## config.mk

```make
export PLATFORM = sky130hd
export DESIGN_NAME = sys_cmd_master_flat
export DESIGN_NICKNAME = d
export VERILOG_FILES = /design/src/rtl/sys_cmd_master_if.sv /design/src/rtl/sys_cmd_master.sv /design/src/flat_wrapper.sv
export SDC_FILE = /design/constraint.sdc
export NUM_CORES = 1
export LEC_CHECK = 0
export CORE_ASPECT_RATIO = 1.1
export CORE_MARGIN = 3
export CORE_UTILIZATION = 49
export CTS_CLUSTER_DIAMETER = 30
export DETAILED_ROUTE_END_ITERATION = 16
export GPL_TIMING_DRIVEN = 0
export PLACE_DENSITY = 0.87
export SYNTH_ARGS = -nofsm -noshare
export SYNTH_HDL_FRONTEND = slang
export SYNTH_SLANG_ARGS = --single-unit
export TNS_END_PERCENT = 1
```

## constraint.sdc

```tcl
create_clock -name clk -period 2.7 [get_ports clk]
set_clock_uncertainty 0.15 [all_clocks]
set_input_delay 0.54 -clock clk [delete_from_list [all_inputs] [get_ports clk]]
set_output_delay 0.54 -clock clk [all_outputs]
set_load 0.01 [all_outputs]
```

## src/rtl/sys_cmd_master_if.sv

```systemverilog
`default_nettype none
// +----------------------------------------------------------------------------+
// | sys_cmd_master_if                                                          |
// | Request, UART byte and response signals of the command initiator.          |
// | Revision: 1.0                                                              |
// +----------------------------------------------------------------------------+
interface sys_cmd_master_if #(
  parameter int DATA_W = 8,
  parameter int ADDR_W = 4,
  parameter int FUN_W  = 4
);
  logic                  req_vld;
  logic                  req_rdy;
  logic [1:0]            req_cmd;
  logic [ADDR_W-1:0]     req_addr;
  logic [DATA_W-1:0]     req_wdata;
  logic [DATA_W-1:0]     req_opa;
  logic [DATA_W-1:0]     req_opb;
  logic [FUN_W-1:0]      req_fun;
  logic [DATA_W-1:0]     tx_data;
  logic                  tx_vld;
  logic                  tx_rdy;
  logic [DATA_W-1:0]     rx_data;
  logic                  rx_vld;
  logic [2*DATA_W-1:0]   rsp_data;
  logic                  rsp_vld;
  logic                  rsp_err;

  modport master (
    input  req_vld, req_cmd, req_addr, req_wdata, req_opa, req_opb, req_fun,
    input  tx_rdy, rx_data, rx_vld,
    output req_rdy, tx_data, tx_vld, rsp_data, rsp_vld, rsp_err
  );

  modport slave (
    output req_vld, req_cmd, req_addr, req_wdata, req_opa, req_opb, req_fun,
    output tx_rdy, rx_data, rx_vld,
    input  req_rdy, tx_data, tx_vld, rsp_data, rsp_vld, rsp_err
  );
endinterface
`default_nettype wire

```

## src/rtl/sys_cmd_master.sv

```systemverilog
`default_nettype none
// +----------------------------------------------------------------------------+
// | sys_cmd_master                                                             |
// | Serializes one command request into a UART frame and gathers the response. |
// | Optional response watchdog: define CMD_TIMEOUT_EN.                         |
// | Revision: 1.0                                                              |
// +----------------------------------------------------------------------------+
module sys_cmd_master #(
  parameter int DATA_W      = 8,
  parameter int ADDR_W      = 4,
  parameter int FUN_W       = 4,
  parameter int TIMEOUT_CYC = 4096
) (
  input  wire logic        clk,
  input  wire logic        rst,
  sys_cmd_master_if.master bus
);

  typedef enum logic [1:0] {
    S_IDLE    = 2'd0,
    S_TX_BYTE = 2'd1,
    S_RX_RSP  = 2'd2,
    S_RSP_OUT = 2'd3
  } state_t;

  localparam logic [1:0] CMD_ALU     = 2'b00;
  localparam logic [1:0] CMD_ALU_NOP = 2'b01;
  localparam logic [1:0] CMD_WR      = 2'b10;

  generate
    if (DATA_W < ADDR_W || DATA_W < FUN_W || DATA_W < 2 || TIMEOUT_CYC < 1) begin : g_cfg_check
      $error("sys_cmd_master: unsupported parameter set");
    end
  endgenerate

  state_t                state_q, state_d;
  logic [1:0]            cmd_q, cmd_d;
  logic [ADDR_W-1:0]     addr_q, addr_d;
  logic [DATA_W-1:0]     wdata_q, wdata_d;
  logic [DATA_W-1:0]     opa_q, opa_d;
  logic [DATA_W-1:0]     opb_q, opb_d;
  logic [FUN_W-1:0]      fun_q, fun_d;
  logic [1:0]            tx_idx_q, tx_idx_d;
  logic                  rx_cnt_q, rx_cnt_d;
  logic                  req_rdy_q, req_rdy_d;
  logic                  tx_vld_q, tx_vld_d;
  logic [DATA_W-1:0]     tx_data_q, tx_data_d;
  logic [2*DATA_W-1:0]   rsp_data_q, rsp_data_d;
  logic                  rsp_vld_q, rsp_vld_d;

`ifdef CMD_TIMEOUT_EN
  localparam int WD_W = (TIMEOUT_CYC > 1) ? $clog2(TIMEOUT_CYC) : 1;
  logic [WD_W-1:0]       wd_q, wd_d;
  logic                  rsp_err_q, rsp_err_d;
`endif

  logic [1:0]            nxt_idx;
  logic [1:0]            last_idx;
  logic                  rsp_last;
  logic [DATA_W-1:0]     nxt_byte;

  // Frame geometry of the captured command: final TX index, final RX index
  // and the byte that follows the one currently on tx_data.
  always_comb begin
    nxt_idx  = tx_idx_q + 2'd1;
    last_idx = 2'd1;
    rsp_last = 1'b1;
    nxt_byte = DATA_W'(fun_q);
    case (cmd_q)
      CMD_ALU: begin
        last_idx = 2'd3;
        case (nxt_idx)
          2'd1:    nxt_byte = opa_q;
          2'd2:    nxt_byte = opb_q;
          default: nxt_byte = DATA_W'(fun_q);
        endcase
      end
      CMD_ALU_NOP: begin
        last_idx = 2'd1;
        nxt_byte = DATA_W'(fun_q);
      end
      CMD_WR: begin
        last_idx = 2'd2;
        nxt_byte = (nxt_idx == 2'd1) ? DATA_W'(addr_q) : wdata_q;
      end
      default: begin
        last_idx = 2'd1;
        rsp_last = 1'b0;
        nxt_byte = DATA_W'(addr_q);
      end
    endcase
  end

  always_comb begin
    state_d    = state_q;
    cmd_d      = cmd_q;
    addr_d     = addr_q;
    wdata_d    = wdata_q;
    opa_d      = opa_q;
    opb_d      = opb_q;
    fun_d      = fun_q;
    tx_idx_d   = tx_idx_q;
    rx_cnt_d   = rx_cnt_q;
    req_rdy_d  = req_rdy_q;
    tx_vld_d   = tx_vld_q;
    tx_data_d  = tx_data_q;
    rsp_data_d = rsp_data_q;
    rsp_vld_d  = 1'b0;
`ifdef CMD_TIMEOUT_EN
    wd_d       = wd_q;
    rsp_err_d  = rsp_err_q;
`endif
    case (state_q)
      S_IDLE: begin
        req_rdy_d = 1'b1;
        if (bus.req_vld && req_rdy_q) begin
          cmd_d      = bus.req_cmd;
          addr_d     = bus.req_addr;
          wdata_d    = bus.req_wdata;
          opa_d      = bus.req_opa;
          opb_d      = bus.req_opb;
          fun_d      = bus.req_fun;
          tx_idx_d   = 2'd0;
          rx_cnt_d   = 1'b0;
          tx_data_d  = DATA_W'(bus.req_cmd);
          tx_vld_d   = 1'b1;
          req_rdy_d  = 1'b0;
          rsp_data_d = '0;
`ifdef CMD_TIMEOUT_EN
          rsp_err_d  = 1'b0;
`endif
          state_d    = S_TX_BYTE;
        end
      end
      S_TX_BYTE: begin
        if (tx_vld_q && bus.tx_rdy) begin
          if (tx_idx_q == last_idx) begin
            tx_vld_d = 1'b0;
            rx_cnt_d = 1'b0;
`ifdef CMD_TIMEOUT_EN
            wd_d     = '0;
`endif
            // A register write has no response bytes to wait for.
            if (cmd_q == CMD_WR) begin
              rsp_vld_d = 1'b1;
              state_d   = S_RSP_OUT;
            end else begin
              state_d   = S_RX_RSP;
            end
          end else begin
            tx_idx_d  = nxt_idx;
            tx_data_d = nxt_byte;
          end
        end
      end
      S_RX_RSP: begin
        if (bus.rx_vld) begin
          if (rx_cnt_q) rsp_data_d[2*DATA_W-1:DATA_W] = bus.rx_data;
          else          rsp_data_d[DATA_W-1:0]        = bus.rx_data;
`ifdef CMD_TIMEOUT_EN
          wd_d = '0;
`endif
          if (rx_cnt_q == rsp_last) begin
            rsp_vld_d = 1'b1;
            state_d   = S_RSP_OUT;
          end else begin
            rx_cnt_d  = 1'b1;
          end
        end
`ifdef CMD_TIMEOUT_EN
        else if (wd_q == WD_W'(TIMEOUT_CYC - 1)) begin
          rsp_vld_d = 1'b1;
          rsp_err_d = 1'b1;
          state_d   = S_RSP_OUT;
        end else begin
          wd_d = wd_q + WD_W'(1);
        end
`endif
      end
      default: begin
        req_rdy_d = 1'b1;
        state_d   = S_IDLE;
      end
    endcase
  end

  always_ff @(posedge clk or negedge rst) begin
    if (!rst) begin
      state_q    <= S_IDLE;
      cmd_q      <= '0;
      addr_q     <= '0;
      wdata_q    <= '0;
      opa_q      <= '0;
      opb_q      <= '0;
      fun_q      <= '0;
      tx_idx_q   <= '0;
      rx_cnt_q   <= 1'b0;
      req_rdy_q  <= 1'b0;
      tx_vld_q   <= 1'b0;
      tx_data_q  <= '0;
      rsp_data_q <= '0;
      rsp_vld_q  <= 1'b0;
`ifdef CMD_TIMEOUT_EN
      wd_q       <= '0;
      rsp_err_q  <= 1'b0;
`endif
    end else begin
      state_q    <= state_d;
      cmd_q      <= cmd_d;
      addr_q     <= addr_d;
      wdata_q    <= wdata_d;
      opa_q      <= opa_d;
      opb_q      <= opb_d;
      fun_q      <= fun_d;
      tx_idx_q   <= tx_idx_d;
      rx_cnt_q   <= rx_cnt_d;
      req_rdy_q  <= req_rdy_d;
      tx_vld_q   <= tx_vld_d;
      tx_data_q  <= tx_data_d;
      rsp_data_q <= rsp_data_d;
      rsp_vld_q  <= rsp_vld_d;
`ifdef CMD_TIMEOUT_EN
      wd_q       <= wd_d;
      rsp_err_q  <= rsp_err_d;
`endif
    end
  end

  assign bus.req_rdy  = req_rdy_q;
  assign bus.tx_vld   = tx_vld_q;
  assign bus.tx_data  = tx_data_q;
  assign bus.rsp_data = rsp_data_q;
  assign bus.rsp_vld  = rsp_vld_q;
`ifdef CMD_TIMEOUT_EN
  assign bus.rsp_err  = rsp_err_q;
`else
  assign bus.rsp_err  = 1'b0;
`endif

endmodule
`default_nettype wire

```

## src/flat_wrapper.sv

```systemverilog
// flat-port wrapper written by rule: the top's interface ports become plain ports
module sys_cmd_master_flat 
#(
  parameter int DATA_W      = 8,
  parameter int ADDR_W      = 4,
  parameter int FUN_W       = 4,
  parameter int TIMEOUT_CYC = 4096
)
  (clk, rst, bus_req_vld, bus_req_cmd, bus_req_addr, bus_req_wdata, bus_req_opa, bus_req_opb, bus_req_fun, bus_tx_rdy, bus_rx_data, bus_rx_vld, bus_req_rdy, bus_tx_data, bus_tx_vld, bus_rsp_data, bus_rsp_vld, bus_rsp_err);
  sys_cmd_master_if #(.DATA_W(DATA_W), .ADDR_W(ADDR_W), .FUN_W(FUN_W)) bus_i ();
  input  wire logic clk;
  input  wire logic rst;
  input wire logic [$bits(bus_i.req_vld)-1:0] bus_req_vld;
  input wire logic [$bits(bus_i.req_cmd)-1:0] bus_req_cmd;
  input wire logic [$bits(bus_i.req_addr)-1:0] bus_req_addr;
  input wire logic [$bits(bus_i.req_wdata)-1:0] bus_req_wdata;
  input wire logic [$bits(bus_i.req_opa)-1:0] bus_req_opa;
  input wire logic [$bits(bus_i.req_opb)-1:0] bus_req_opb;
  input wire logic [$bits(bus_i.req_fun)-1:0] bus_req_fun;
  input wire logic [$bits(bus_i.tx_rdy)-1:0] bus_tx_rdy;
  input wire logic [$bits(bus_i.rx_data)-1:0] bus_rx_data;
  input wire logic [$bits(bus_i.rx_vld)-1:0] bus_rx_vld;
  output wire logic [$bits(bus_i.req_rdy)-1:0] bus_req_rdy;
  output wire logic [$bits(bus_i.tx_data)-1:0] bus_tx_data;
  output wire logic [$bits(bus_i.tx_vld)-1:0] bus_tx_vld;
  output wire logic [$bits(bus_i.rsp_data)-1:0] bus_rsp_data;
  output wire logic [$bits(bus_i.rsp_vld)-1:0] bus_rsp_vld;
  output wire logic [$bits(bus_i.rsp_err)-1:0] bus_rsp_err;
  assign bus_i.req_vld = bus_req_vld;
  assign bus_i.req_cmd = bus_req_cmd;
  assign bus_i.req_addr = bus_req_addr;
  assign bus_i.req_wdata = bus_req_wdata;
  assign bus_i.req_opa = bus_req_opa;
  assign bus_i.req_opb = bus_req_opb;
  assign bus_i.req_fun = bus_req_fun;
  assign bus_i.tx_rdy = bus_tx_rdy;
  assign bus_i.rx_data = bus_rx_data;
  assign bus_i.rx_vld = bus_rx_vld;
  assign bus_req_rdy = bus_i.req_rdy;
  assign bus_tx_data = bus_i.tx_data;
  assign bus_tx_vld = bus_i.tx_vld;
  assign bus_rsp_data = bus_i.rsp_data;
  assign bus_rsp_vld = bus_i.rsp_vld;
  assign bus_rsp_err = bus_i.rsp_err;
  sys_cmd_master #(.DATA_W(DATA_W), .ADDR_W(ADDR_W), .FUN_W(FUN_W), .TIMEOUT_CYC(TIMEOUT_CYC)) u_core (.clk(clk), .rst(rst), .bus(bus_i));
endmodule
```

==> reports/summary.txt <==
Place WS: 0.1801 ns
Crit-path leading delay family: compound AO/OA/AOI/OAI gates
CP endpoint kind: register
Max frequency: 0.4176 GHz
Total iterations of the first detailed-routing run: 4
Row cnt: 29
Most frequent cells in the layout: nand2_1 (124), clkdlybuf4s50_1 (72), dfrtp_1 (66)
Chip height: 89.60 microns
Syn. warnings: 0
TritonCTS Sinks: 66
Worst path cell trace: inv_1 -> ha_1 -> clkbuf_1 -> or2_1 -> a21oi_1 -> a221o_1 -> a221o_1
Die W: 82.00 microns
Largest family of logic cells by synthesized area: simple AND/OR/NAND/NOR gates
H-tree depth: 3
Main synth FF type: dfrtp_1
Area Growth Syn to Fin: 34.04%
HPWL after DPL: 5685 microns
Most common cell after layout, fill and taps aside: nand2_1
Cells after synthesis: 339
Largest net degree at the start of global routing: 67
Final ANT Viol Nets: 0
Synth area leader: dfrtp_1
Placed Area: 0.003938 sq mm
Layout cells sized above 1: 6.542%
CP Data Arrival Time: 2.47 ns
Syn Area/Cell: 9.183 sq um
Post-synthesis xor/xnor area fraction: 0.8039%
WP buf/inv: 2
Root Driver: clkbuf_8
Nets: 477
GRT Overall Usage: 22.77%
WL/cell: 15.16 microns
Post-synth EDFFs: 0
Crit-path max FO: 10
DR vias: 2699
Hold Buf Count CTS: 0
Complex-gate fraction of the synthesized area: 16.08%
CP startpoint kind: register
Status: finished, final reports clean
Mapped Area: 0.003113 sq mm
Total congestion overflow: 0
Final Setup Violations: 0
Yosys top cell area share: 53.05%
Slew of the pin with the lowest slew margin: 0.8180 ns
Clk Latency, worst-skew pair: 0.34 ns
Register area share after synthesis: 53.05%
GP Congestion: 0.8165
Syn nets: 393
Yosys reg bits: 66
Max-Cap Viols: 0
Initial antenna violation count: 0
Max Slew Vio Count: 0
Clock Tree Buf Depth: 2
RSZ-0062 raised after global routing: no
Final period util: 88.69%
Worst setup margin: 0.3054 ns
Area contributors post-synth: dfrtp_1 (53%), nand2_1 (15%), o21ai_1 (3.2%), ha_1 (2.8%), a22o_1 (2.0%)
CP Data Required Time: 2.77 ns
# DRC: 0
Vias in the first global route: 2741
CTS tree: built
Distinct cells, synth: 46
Pwr Total: 4879 uW
# fillers: 466
Cell mode on critical path: a221o_1
N_diodes: 0
Setup Buffers After CTS: 0
First-pass GRT wire length: 12610 microns
Clock-pin slew on the worst setup and hold paths: 0.07 ns
Post-synthesis mux area share: 1.809%
Post-synthesis simple-gate area fraction: 21.38%
FFs w/ async S/R, synth: 100.0%
Slew HR: 45.47%
CP Class: register to register
Initial DRC count: 186
Tmin final: 2.395 ns
DIE AREA: 0.007346 sq mm
Post-DR vias/cell: 5.345
Leakage: 0.001896 uW
VDD IR-drop max: 0.6142 mV
Core area: 0.005951 sq mm
Post-cts gate resize count: 0
IO buf count: 73
Finished Cell Area: 0.004173 sq mm
Crit path max-delay cell type: dfrtp_1
Final Hold Viols: 0
Num CTS Buffers: 9
Starting density of the core: 52.31%
Top-Level Pins: 75
Routed wire length: 7657 microns
CP peak stage delay: 0.46 ns
Post-Synth Adder-Cell Area: 2.814%
Hold crit path type: input port to async pin
Cell Pwr Density: 1169 mW/mm^2
==> Yosys cell counts (2+ instances only) <==
cell type  instances
a211o_1            2
nand3_1           11
dfrtp_1           66
o2bb2ai_1          6
a22o_1             7
a21oi_1            4
nand2_1          124
o21ai_0            4
a22oi_1            4
a21boi_1           2
and2_1             2
nor2_1             5
mux2_2             3
buf_2              2
a221o_1            5
nand2b_1           3
o21ai_1           20
a211oi_1           3
nor2b_1            3
and3b_1            2
a221oi_1           4
mux2_1             2
ha_1               7
clkbuf_1          14
inv_1             13
==> worst register-to-register path: stages, from the launching register on <==
cell,delay (ns)
dfrtp_1,0.46
inv_1,0.14
ha_1,0.16
clkbuf_1,0.38
or2_1,0.17
a21oi_1,0.13
a221o_1,0.38
a221o_1,0.31
==> power breakdown <==
group / internal (uW) / total, uW / leakage (uW) / switching (uW)
Sequential: 1430 / 1740 / 0.000842 / 310
Clock: 573 / 958 / 0.000112 / 385
Combinational: 982 / 2180 / 0.000942 / 1200
==> logic make-up (layout without fill, tap and decap cells) <==
logic type	count (synthesis)	count (layout)
adders and majority gates	7	7
AOI/OAI and AO/OA	69	69
buffers and inverters	31	120
other	1	1
and+or+nand+nor	158	158
DFF	66	66
muxes	5	5
xor gates and xnor gates	2	2
==> metal layers <==
metal | up-vias | GRT usage (%) | part of all wire [%]
met5 | - | 0 | 0
met4 | 0 | 9.970 | 0.85
met3 | 10 | 4.591 | 6.7
met2 | 96 | 39.60 | 51
met1 | 1271 | 27.33 | 42
li1 | 1322 | - | -
==> worst paths after layout <==
kind | end | cells after the start | from | slack, ns
worst max-delay path | u_core.bus.tx_data[0]$_DFFE_PN0P_ | 7 | u_core.tx_idx_q[0]$_DFFE_PN0P_ | 0.31
worst min-delay path | u_core.state_q[0]$_DFFE_PN0P_ | 1 | rst | 0.15
worst max register to register | u_core.bus.tx_data[0]$_DFFE_PN0P_ | 7 | u_core.tx_idx_q[0]$_DFFE_PN0P_ | 0.31
worst min register to register | u_core.wdata_q[0]$_DFFE_PN0P_ | 2 | u_core.wdata_q[0]$_DFFE_PN0P_ | 0.33
max in group asynchronous | u_core.bus.tx_data[5]$_DFFE_PN0P_ | 1 | rst | 1.72
min in group clk | u_core.wdata_q[0]$_DFFE_PN0P_ | 2 | u_core.wdata_q[0]$_DFFE_PN0P_ | 0.33
==> through the flow <==
step / util [%] / cells / hold slack [ns] / setup TNS, ns
after floorplan: - / 339 / 0.09441 / 0
after global placement: 66.21 / 489 / 0.3089 / -75.81
after detailed placement: 66.17 / 489 / 0.3099 / 0
after CTS: 70.12 / 505 / 0.1690 / 0
after global routing: 70.12 / 505 / 0.2094 / 0
final: 70.12 / 505 / 0.1486 / 0
==> flip-flops by register name, indices dropped and copies added (netlist names), 2 cells and up <==
| register | cells |
|---|---|
| u_core.bus.rsp_data | 16 |
| u_core.bus.tx_data | 8 |
| u_core.opa_q | 8 |
| u_core.opb_q | 8 |
| u_core.wdata_q | 8 |
| u_core.addr_q | 4 |
| u_core.fun_q | 4 |
| u_core.cmd_q | 2 |
| u_core.state_q | 2 |
| u_core.tx_idx_q | 2 |
==> area by class of cell <==
class	count	area, sq um	area share (%)
tap	77	96.34	2.309
timing repair buffer	73	728.2	17.45
sequential	66	1652	39.58
clock buffer	11	151.4	3.628
inverter	14	52.55	1.259
multi-input combinational	242	1339	32.08
clock inverter	5	83.83	2.009
buffer	17	70.07	1.679
(Power assumes the default switching activity.)
